$ cat src/rtl/fetch_pkg.sv
// fetch_pkg: shared definitions for the instruction fetch front-end.
//   ADDR_W_DEF / INST_W_DEF : default address and instruction widths
//   PC_INC                  : byte increment between sequential fetches
//   NOP                     : all-zero instruction shown on id_inst when idle
//   state_t                 : fetch FSM encoding {IDLE, RUN, FLUSH}
package fetch_pkg;

    localparam int ADDR_W_DEF = 32;
    localparam int INST_W_DEF = 32;
    localparam int PC_INC     = 4;

    localparam logic [INST_W_DEF-1:0] NOP = '0;

    typedef enum logic [1:0] {
        IDLE  = 2'd0,
        RUN   = 2'd1,
        FLUSH = 2'd2
    } state_t;

endpackage

$ cat src/rtl/fetch_unit_if.sv
// fetch_unit_if: instruction-memory read port, redirect input and the
// decode-side handshake of the fetch unit, bundled as one interface.
//   imem_req/imem_addr  : read request and word-aligned address
//   imem_rdata          : read data, valid the cycle after imem_req
//   redir_valid/redir_pc: branch/jump redirect from execute
//   id_valid/id_ready   : decode handshake, id_inst/id_pc carried with it
// Handshake: a transfer happens on every rising edge where id_valid and
// id_ready are both 1; while id_valid=1 and id_ready=0 the payload holds.
// Modports: master = fetch unit side, slave = memory/decode/execute side.
interface fetch_unit_if
    import fetch_pkg::*;
#(
    parameter int ADDR_W = ADDR_W_DEF,
    parameter int INST_W = INST_W_DEF
);
    logic              imem_req;
    logic [ADDR_W-1:0] imem_addr;
    logic [INST_W-1:0] imem_rdata;
    logic              redir_valid;
    logic [ADDR_W-1:0] redir_pc;
    logic              id_valid;
    logic              id_ready;
    logic [INST_W-1:0] id_inst;
    logic [ADDR_W-1:0] id_pc;

    modport master (
        output imem_req, imem_addr, id_valid, id_inst, id_pc,
        input  imem_rdata, redir_valid, redir_pc, id_ready
    );

    modport slave (
        input  imem_req, imem_addr, id_valid, id_inst, id_pc,
        output imem_rdata, redir_valid, redir_pc, id_ready
    );
endinterface

$ cat src/rtl/fetch_fifo.sv
// fetch_fifo: synchronous prefetch FIFO of {pc, inst} entries.
//   clk, rst  : clock, synchronous active-high reset
//   push/din  : write an entry (ignored while flush is high)
//   pop/dout  : read the head entry; dout is the current head
//   flush     : empty the FIFO; has priority over push and pop
//   full/empty/count : occupancy status
// Pointers carry one extra wrap bit so full and empty are told apart by
// comparing the MSBs while the index bits match.
module fetch_fifo #(
    parameter int WIDTH = 64,
    parameter int DEPTH = 4,
    localparam int AW   = $clog2(DEPTH)
) (
    input  logic             clk,
    input  logic             rst,
    input  logic             push,
    input  logic             pop,
    input  logic             flush,
    input  logic [WIDTH-1:0] din,
    output logic [WIDTH-1:0] dout,
    output logic             full,
    output logic             empty,
    output logic [AW:0]      count
);
    logic [WIDTH-1:0] mem [DEPTH];
    logic [AW:0]      wr_ptr;
    logic [AW:0]      rd_ptr;
    logic             do_push;
    logic             do_pop;

    assign empty   = (wr_ptr == rd_ptr);
    assign full    = (wr_ptr[AW] != rd_ptr[AW]) && (wr_ptr[AW-1:0] == rd_ptr[AW-1:0]);
    assign count   = wr_ptr - rd_ptr;
    assign dout    = mem[rd_ptr[AW-1:0]];
    assign do_push = push && !flush;
    assign do_pop  = pop && !empty && !flush;

    always_ff @(posedge clk) begin
        if (rst || flush) begin
            wr_ptr <= '0;
            rd_ptr <= '0;
        end else begin
            if (do_push) wr_ptr <= wr_ptr + (AW+1)'(1);
            if (do_pop)  rd_ptr <= rd_ptr + (AW+1)'(1);
        end
    end

    always_ff @(posedge clk) begin
        if (do_push) mem[wr_ptr[AW-1:0]] <= din;
    end

    // The upstream credit scheme must never push into a full FIFO
    // unless the head leaves in the same cycle.
    a_no_overflow: assert property (@(posedge clk) disable iff (rst)
        !(push && !flush && full && !pop));

endmodule

$ cat src/rtl/fetch_unit.sv
// fetch_unit: instruction fetch front-end feeding decode.
//   clk, rst   : core clock, synchronous active-high reset
//   bus        : fetch_unit_if.master (imem read port, redirect, decode handshake)
//   dbg_state  : current fetch FSM state
//   perf_fetched, perf_stall : saturating counters, present only when
//                the FETCH_PERF_EN macro is defined
// A request is issued only when its returning word is guaranteed a FIFO
// slot: occupancy after this cycle's pop plus the word returning this
// cycle must be below FIFO_DEPTH. On redirect the FIFO is flushed, the
// PC reloads, and the epoch flips so a word requested in the redirect
// cycle is dropped when it returns.
module fetch_unit
    import fetch_pkg::*;
#(
    parameter int                ADDR_W     = ADDR_W_DEF,
    parameter int                INST_W     = INST_W_DEF,
    parameter int                FIFO_DEPTH = 4,
    parameter logic [ADDR_W-1:0] RESET_PC   = '0
) (
    input  logic          clk,
    input  logic          rst,
    fetch_unit_if.master  bus,
    output state_t        dbg_state
`ifdef FETCH_PERF_EN
    ,
    output logic [31:0]   perf_fetched,
    output logic [31:0]   perf_stall
`endif
);
    localparam int AW = $clog2(FIFO_DEPTH);
    localparam int CW = AW + 1;

    state_t            state_q;
    state_t            state_n;
    logic [ADDR_W-1:0] fetch_pc;
    logic [ADDR_W-1:0] req_pc_q;
    logic              inflight_q;
    logic              req_epoch_q;
    logic              epoch_q;

    logic              redirect;
    logic              pop;
    logic              push;
    logic              issue;
    logic              id_valid;
    logic [CW:0]       occ;

    logic                     fifo_full;
    logic                     fifo_empty;
    logic [AW:0]              fifo_count;
    logic [ADDR_W+INST_W-1:0] fifo_dout;
    logic [ADDR_W-1:0]        head_pc;
    logic [INST_W-1:0]        head_inst;

    assign redirect = bus.redir_valid && (state_q != IDLE);
    assign id_valid = !fifo_empty;
    assign pop      = id_valid && bus.id_ready;
    assign push     = inflight_q && (req_epoch_q == epoch_q);
    assign occ      = {1'b0, fifo_count} - (CW+1)'(pop) + (CW+1)'(inflight_q);
    assign issue    = (state_q == RUN) && (occ < (CW+1)'(FIFO_DEPTH));

    fetch_fifo #(
        .WIDTH (ADDR_W + INST_W),
        .DEPTH (FIFO_DEPTH)
    ) u_fifo (
        .clk   (clk),
        .rst   (rst),
        .push  (push),
        .pop   (pop),
        .flush (redirect),
        .din   ({req_pc_q, bus.imem_rdata}),
        .dout  (fifo_dout),
        .full  (fifo_full),
        .empty (fifo_empty),
        .count (fifo_count)
    );

    assign {head_pc, head_inst} = fifo_dout;

    assign bus.imem_req  = issue;
    assign bus.imem_addr = fetch_pc;
    assign bus.id_valid  = id_valid;
    assign bus.id_inst   = fifo_empty ? INST_W'(NOP) : head_inst;
    assign bus.id_pc     = fifo_empty ? '0 : head_pc;
    assign dbg_state     = state_q;

    always_ff @(posedge clk) begin
        if (rst) state_q <= IDLE;
        else     state_q <= state_n;
    end

    always_comb begin
        state_n = state_q;
        case (state_q)
            IDLE:    state_n = RUN;
            RUN:     if (redirect) state_n = FLUSH;
            FLUSH:   state_n = redirect ? FLUSH : RUN;
            default: state_n = IDLE;
        endcase
    end

    always_ff @(posedge clk) begin
        if (rst) begin
            fetch_pc    <= RESET_PC;
            req_pc_q    <= RESET_PC;
            inflight_q  <= 1'b0;
            req_epoch_q <= 1'b0;
            epoch_q     <= 1'b0;
        end else begin
            inflight_q <= issue;
            if (issue) begin
                req_pc_q    <= fetch_pc;
                req_epoch_q <= epoch_q;
            end
            if (redirect) begin
                fetch_pc <= bus.redir_pc & ~ADDR_W'(3);
                epoch_q  <= ~epoch_q;
            end else if (issue) begin
                fetch_pc <= fetch_pc + ADDR_W'(PC_INC);
            end
        end
    end

    // A full FIFO with no pop leaves no credit, so nothing may issue.
    a_no_issue_when_full: assert property (@(posedge clk) disable iff (rst)
        !(fifo_full && !pop && issue));

`ifdef FETCH_PERF_EN
    always_ff @(posedge clk) begin
        if (rst) begin
            perf_fetched <= '0;
            perf_stall   <= '0;
        end else begin
            if (pop && (perf_fetched != '1))
                perf_fetched <= perf_fetched + 32'd1;
            if ((state_q == RUN) && bus.id_ready && !id_valid && (perf_stall != '1))
                perf_stall <= perf_stall + 32'd1;
        end
    end
`endif

endmodule
$ cat src/flat_wrapper.sv
// flat-port wrapper written by rule: the top's interface ports become plain ports
module fetch_unit_flat import fetch_pkg::*;
#(
    parameter int                ADDR_W     = ADDR_W_DEF,
    parameter int                INST_W     = INST_W_DEF,
    parameter int                FIFO_DEPTH = 4,
    parameter logic [ADDR_W-1:0] RESET_PC   = '0
)
  (clk, rst, dbg_state, bus_imem_req, bus_imem_addr, bus_id_valid, bus_id_inst, bus_id_pc, bus_imem_rdata, bus_redir_valid, bus_redir_pc, bus_id_ready);
  fetch_unit_if #(.ADDR_W(ADDR_W), .INST_W(INST_W)) bus_i ();
  input  logic clk;
  input  logic rst;
  output state_t dbg_state;
  output wire logic [$bits(bus_i.imem_req)-1:0] bus_imem_req;
  output wire logic [$bits(bus_i.imem_addr)-1:0] bus_imem_addr;
  output wire logic [$bits(bus_i.id_valid)-1:0] bus_id_valid;
  output wire logic [$bits(bus_i.id_inst)-1:0] bus_id_inst;
  output wire logic [$bits(bus_i.id_pc)-1:0] bus_id_pc;
  input wire logic [$bits(bus_i.imem_rdata)-1:0] bus_imem_rdata;
  input wire logic [$bits(bus_i.redir_valid)-1:0] bus_redir_valid;
  input wire logic [$bits(bus_i.redir_pc)-1:0] bus_redir_pc;
  input wire logic [$bits(bus_i.id_ready)-1:0] bus_id_ready;
  assign bus_imem_req = bus_i.imem_req;
  assign bus_imem_addr = bus_i.imem_addr;
  assign bus_id_valid = bus_i.id_valid;
  assign bus_id_inst = bus_i.id_inst;
  assign bus_id_pc = bus_i.id_pc;
  assign bus_i.imem_rdata = bus_imem_rdata;
  assign bus_i.redir_valid = bus_redir_valid;
  assign bus_i.redir_pc = bus_redir_pc;
  assign bus_i.id_ready = bus_id_ready;
  fetch_unit #(.ADDR_W(ADDR_W), .INST_W(INST_W), .FIFO_DEPTH(FIFO_DEPTH), .RESET_PC(RESET_PC)) u_core (.clk(clk), .rst(rst), .bus(bus_i), .dbg_state(dbg_state));
endmodule
$ cat config.mk
export PLATFORM = sky130hd
export DESIGN_NAME = fetch_unit_flat
export DESIGN_NICKNAME = d
export VERILOG_FILES = /design/src/rtl/fetch_pkg.sv /design/src/rtl/fetch_unit_if.sv /design/src/rtl/fetch_fifo.sv /design/src/rtl/fetch_unit.sv /design/src/flat_wrapper.sv
export SDC_FILE = /design/constraint.sdc
export NUM_CORES = 1
export LEC_CHECK = 0
export CAP_MARGIN = 20
export CORE_MARGIN = 2
export CORE_UTILIZATION = 30
export CTS_CLUSTER_SIZE = 16
export DETAILED_ROUTE_END_ITERATION = 10
export HOLD_SLACK_MARGIN = 0.03
export PLACE_DENSITY = 0.48
export SLEW_MARGIN = 20
export SYNTH_ARGS = -nofsm -noshare
export SYNTH_HDL_FRONTEND = slang
export SYNTH_HIERARCHICAL = 1
export SYNTH_SLANG_ARGS = --single-unit
$ cat constraint.sdc
create_clock -name clk -period 9.8 [get_ports clk]
set_input_delay 0.98 -clock clk [delete_from_list [all_inputs] [get_ports clk]]
set_output_delay 0.98 -clock clk [all_outputs]
set_load 0.02 [all_outputs]
==> results by group <==
Routing
  – Vias per cell: ~4.7
  – DRC errors left: 0
  – Drt first pass iters: 4
  – Final ANT Viol Nets: 0
  – Final wirelength: around 32000 µm
  – WL/cell: approximately 19 µm
  – Starting DRT DRC Count: around 420
  – Via count: 7665

Die
  – Core Rows: 77
  – Area of the die: roughly 0.046 mm²
  – DIE WIDTH: 215.4 µm
  – Chip Height: 215.4 µm
  – Initial Utilization: a little under a third
  – IO Count: 168
  – Core area: about 0.044 mm²

Placement
  – Placed Instance Area: 0.01560 mm²
  – Placed wire-length estimate: approximately 18000 µm
  – Number of port buffers: approximately 160
  – Gpl congestion: approximately 0.76

Pwr
  – Peak supply drop: 0.09877 mV
  – Power per cell area: 190.7 mW/mm²
  – Leak pwr: around 5.3 nW

Global routing
  – GRT Resource Usage Total: 13.65%
  – Initial antenna violation count: 0
  – Number of global-route vias before repair: 7888
  – Largest net degree at the start of global routing: a little over 70
  – First-pass GRT wire length: 48490 µm
  – Total gr overflow: 0

Clock network
  – Longest Clk Path Bufs: 3
  – Clock buffer count from CTS: 40
  – Post_cts resized: 0
  – CTS clk-pin slew, worst paths: approximately 0.060 ns
  – Hold buffers post-CTS: 0
  – Clock sinks: between 300 and 400
  – H-Tree Level Count: 2
  – Worst skew pair latency: 0.55 ns
  – Clock root cell: clkbuf_16
  – Setup Fix Bufs, Post-CTS: 0
  – TritonCTS clock tree: done

STA
  – Relative slew slack: ~24%
  – Slew @ Worst Pin: around 1.1 ns
  – Max-slew violations: 0
  – Fin crit share: a little over three fifths
  – Final min period: 6.142 ns
  – Final setup viols: 0
  – Fin. Hold Viols: 0
  – Max frequency: between 150 and 200 MHz
  – Unrepaired setup endpoints after global routing: false
  – Clock Skew: ~0.011 ns
  – TNS Setup: 0 ns

Finish
  – Layout cells sized above 1: around 14%
  – Nets: around 1100
  – Area Overhead vs Synth: 25.58%
  – Inserted Diodes: 0
  – Post-route cell area: between 0.015 and 0.02 mm²

Synth
  – Ys Warns: 6
  – Avg Inst Size Synth: 15.93 µm²
  – Syn Inst Count: 842
  – Mapped cell area: approximately 0.013 mm²

Worst setup path
  – Required @ worst endpoint: a little under 9 ns
  – CP Launch Type: register
  – Maximum fanout along the worst path: 34
  – Critical path capture point type: primary output
  – CP arrival: 5.16 ns
  – Crit path kind: register to primary output

Min path
  – Worst hold path class: register to register

Flow run
  – Max-cap violation count: 0

Outcome
  – Status: finished, final reports clean
[final cells by class]
cell class	instances	area (µm²)
tap	592	740.7
clock buffer	56	1112
multi-input combinational	455	3931
sequential	329	9156
clock inverter	16	106.4
timing repair buffer	175	1737
inverter	16	60.06
fill	4167	27380
[cell usage in the layout (no fill, tap or decap), types with 12 or more instances in the layout]
master	instances
clkbuf_16	41
inv_1	15
a211oi_1	29
mux4_2	60
nor2b_1	66
edfxtp_1	256
nand2_1	79
nor2_1	35
a21oi_1	33
clkdlybuf4s50_1	162
dfxtp_1	71
xor2_1	13
xnor2_1	17
clkbuf_1	12
[flip-flops by register name, summed over array words and instances (netlist names), named ones only]
| register | flops |
|---|---|
| u_core/req_epoch_q | 1 |
| u_core/bus.imem_addr | 30 |
| u_core/dbg_state | 2 |
| u_core/u_fifo/mem | 256 |
| u_core/u_fifo/wr_ptr | 3 |
| u_core/epoch_q | 1 |
| u_core/u_fifo/rd_ptr | 3 |
| u_core/inflight_q | 1 |
| u_core/req_pc_q | 30 |
[report_power, final]
| group | switching (mW) | internal (mW) |
|---|---|---|
| logic | 0.139 | 0.117 |
| clock network | 0.558 | 0.816 |
| registers | 0.0398 | 1.54 |
[metrics by stage]
stage / total power [mW] / worst slack [ns] / utilization (%) / hold WS [ns] / std cells
floorplan: 1.734 / 5.579 / - / 0.4451 / 851
global placement: 1.869 / 4.081 / 35.27 / 0.4525 / 1566
detailed placement: 1.872 / 4.048 / 35.27 / 0.4595 / 1566
CTS: 3.269 / 3.619 / 38.03 / 0.4680 / 1638
global route: 3.345 / 3.309 / 38.09 / 0.5028 / 1639
finish: 3.212 / 3.658 / 38.09 / 0.4660 / 1639
[worst max-delay path: stages (launching register included)]
cell and delay (ns):
dfxtp_1 0.41, inv_1 0.12, ha_1 0.23, fa_1 0.37
xnor2_1 0.34, inv_1 0.12, ha_1 0.32, or3b_1 0.36
or4_1 0.80, and2_1 0.28, clkinv_1 0.51, clkdlybuf4s50_1 0.76
[path summary, 6_finish.rpt]
path         cells after the start                                 start                                   end  slack (ns)
min reg2reg                      2       u_core/req_epoch_q$_SDFFE_PP0P_       u_core/req_epoch_q$_SDFFE_PP0P_        0.47
max                             11  u_core/u_fifo/wr_ptr[0]$_SDFFE_PP0P_                          bus_imem_req        3.66
max reg2reg                     12  u_core/u_fifo/wr_ptr[0]$_SDFFE_PP0P_  u_core/bus.imem_addr[3]$_SDFFE_PP0P_        5.47
min                              2       u_core/req_epoch_q$_SDFFE_PP0P_       u_core/req_epoch_q$_SDFFE_PP0P_        0.47
[metal layers]
layer | wire (µm) | track usage [%] | up-vias | share of wire (%)
met5 | 0 | 0 | - | 0
met4 | 534 | 3.724 | 0 | 1.7
met2 | 13850 | 20.52 | 196 | 44
met1 | 15310 | 19.36 | 3856 | 49
li1 | - | - | 3575 | -
met3 | 1806 | 3.848 | 38 | 5.7
(Power assumes the default switching activity.)
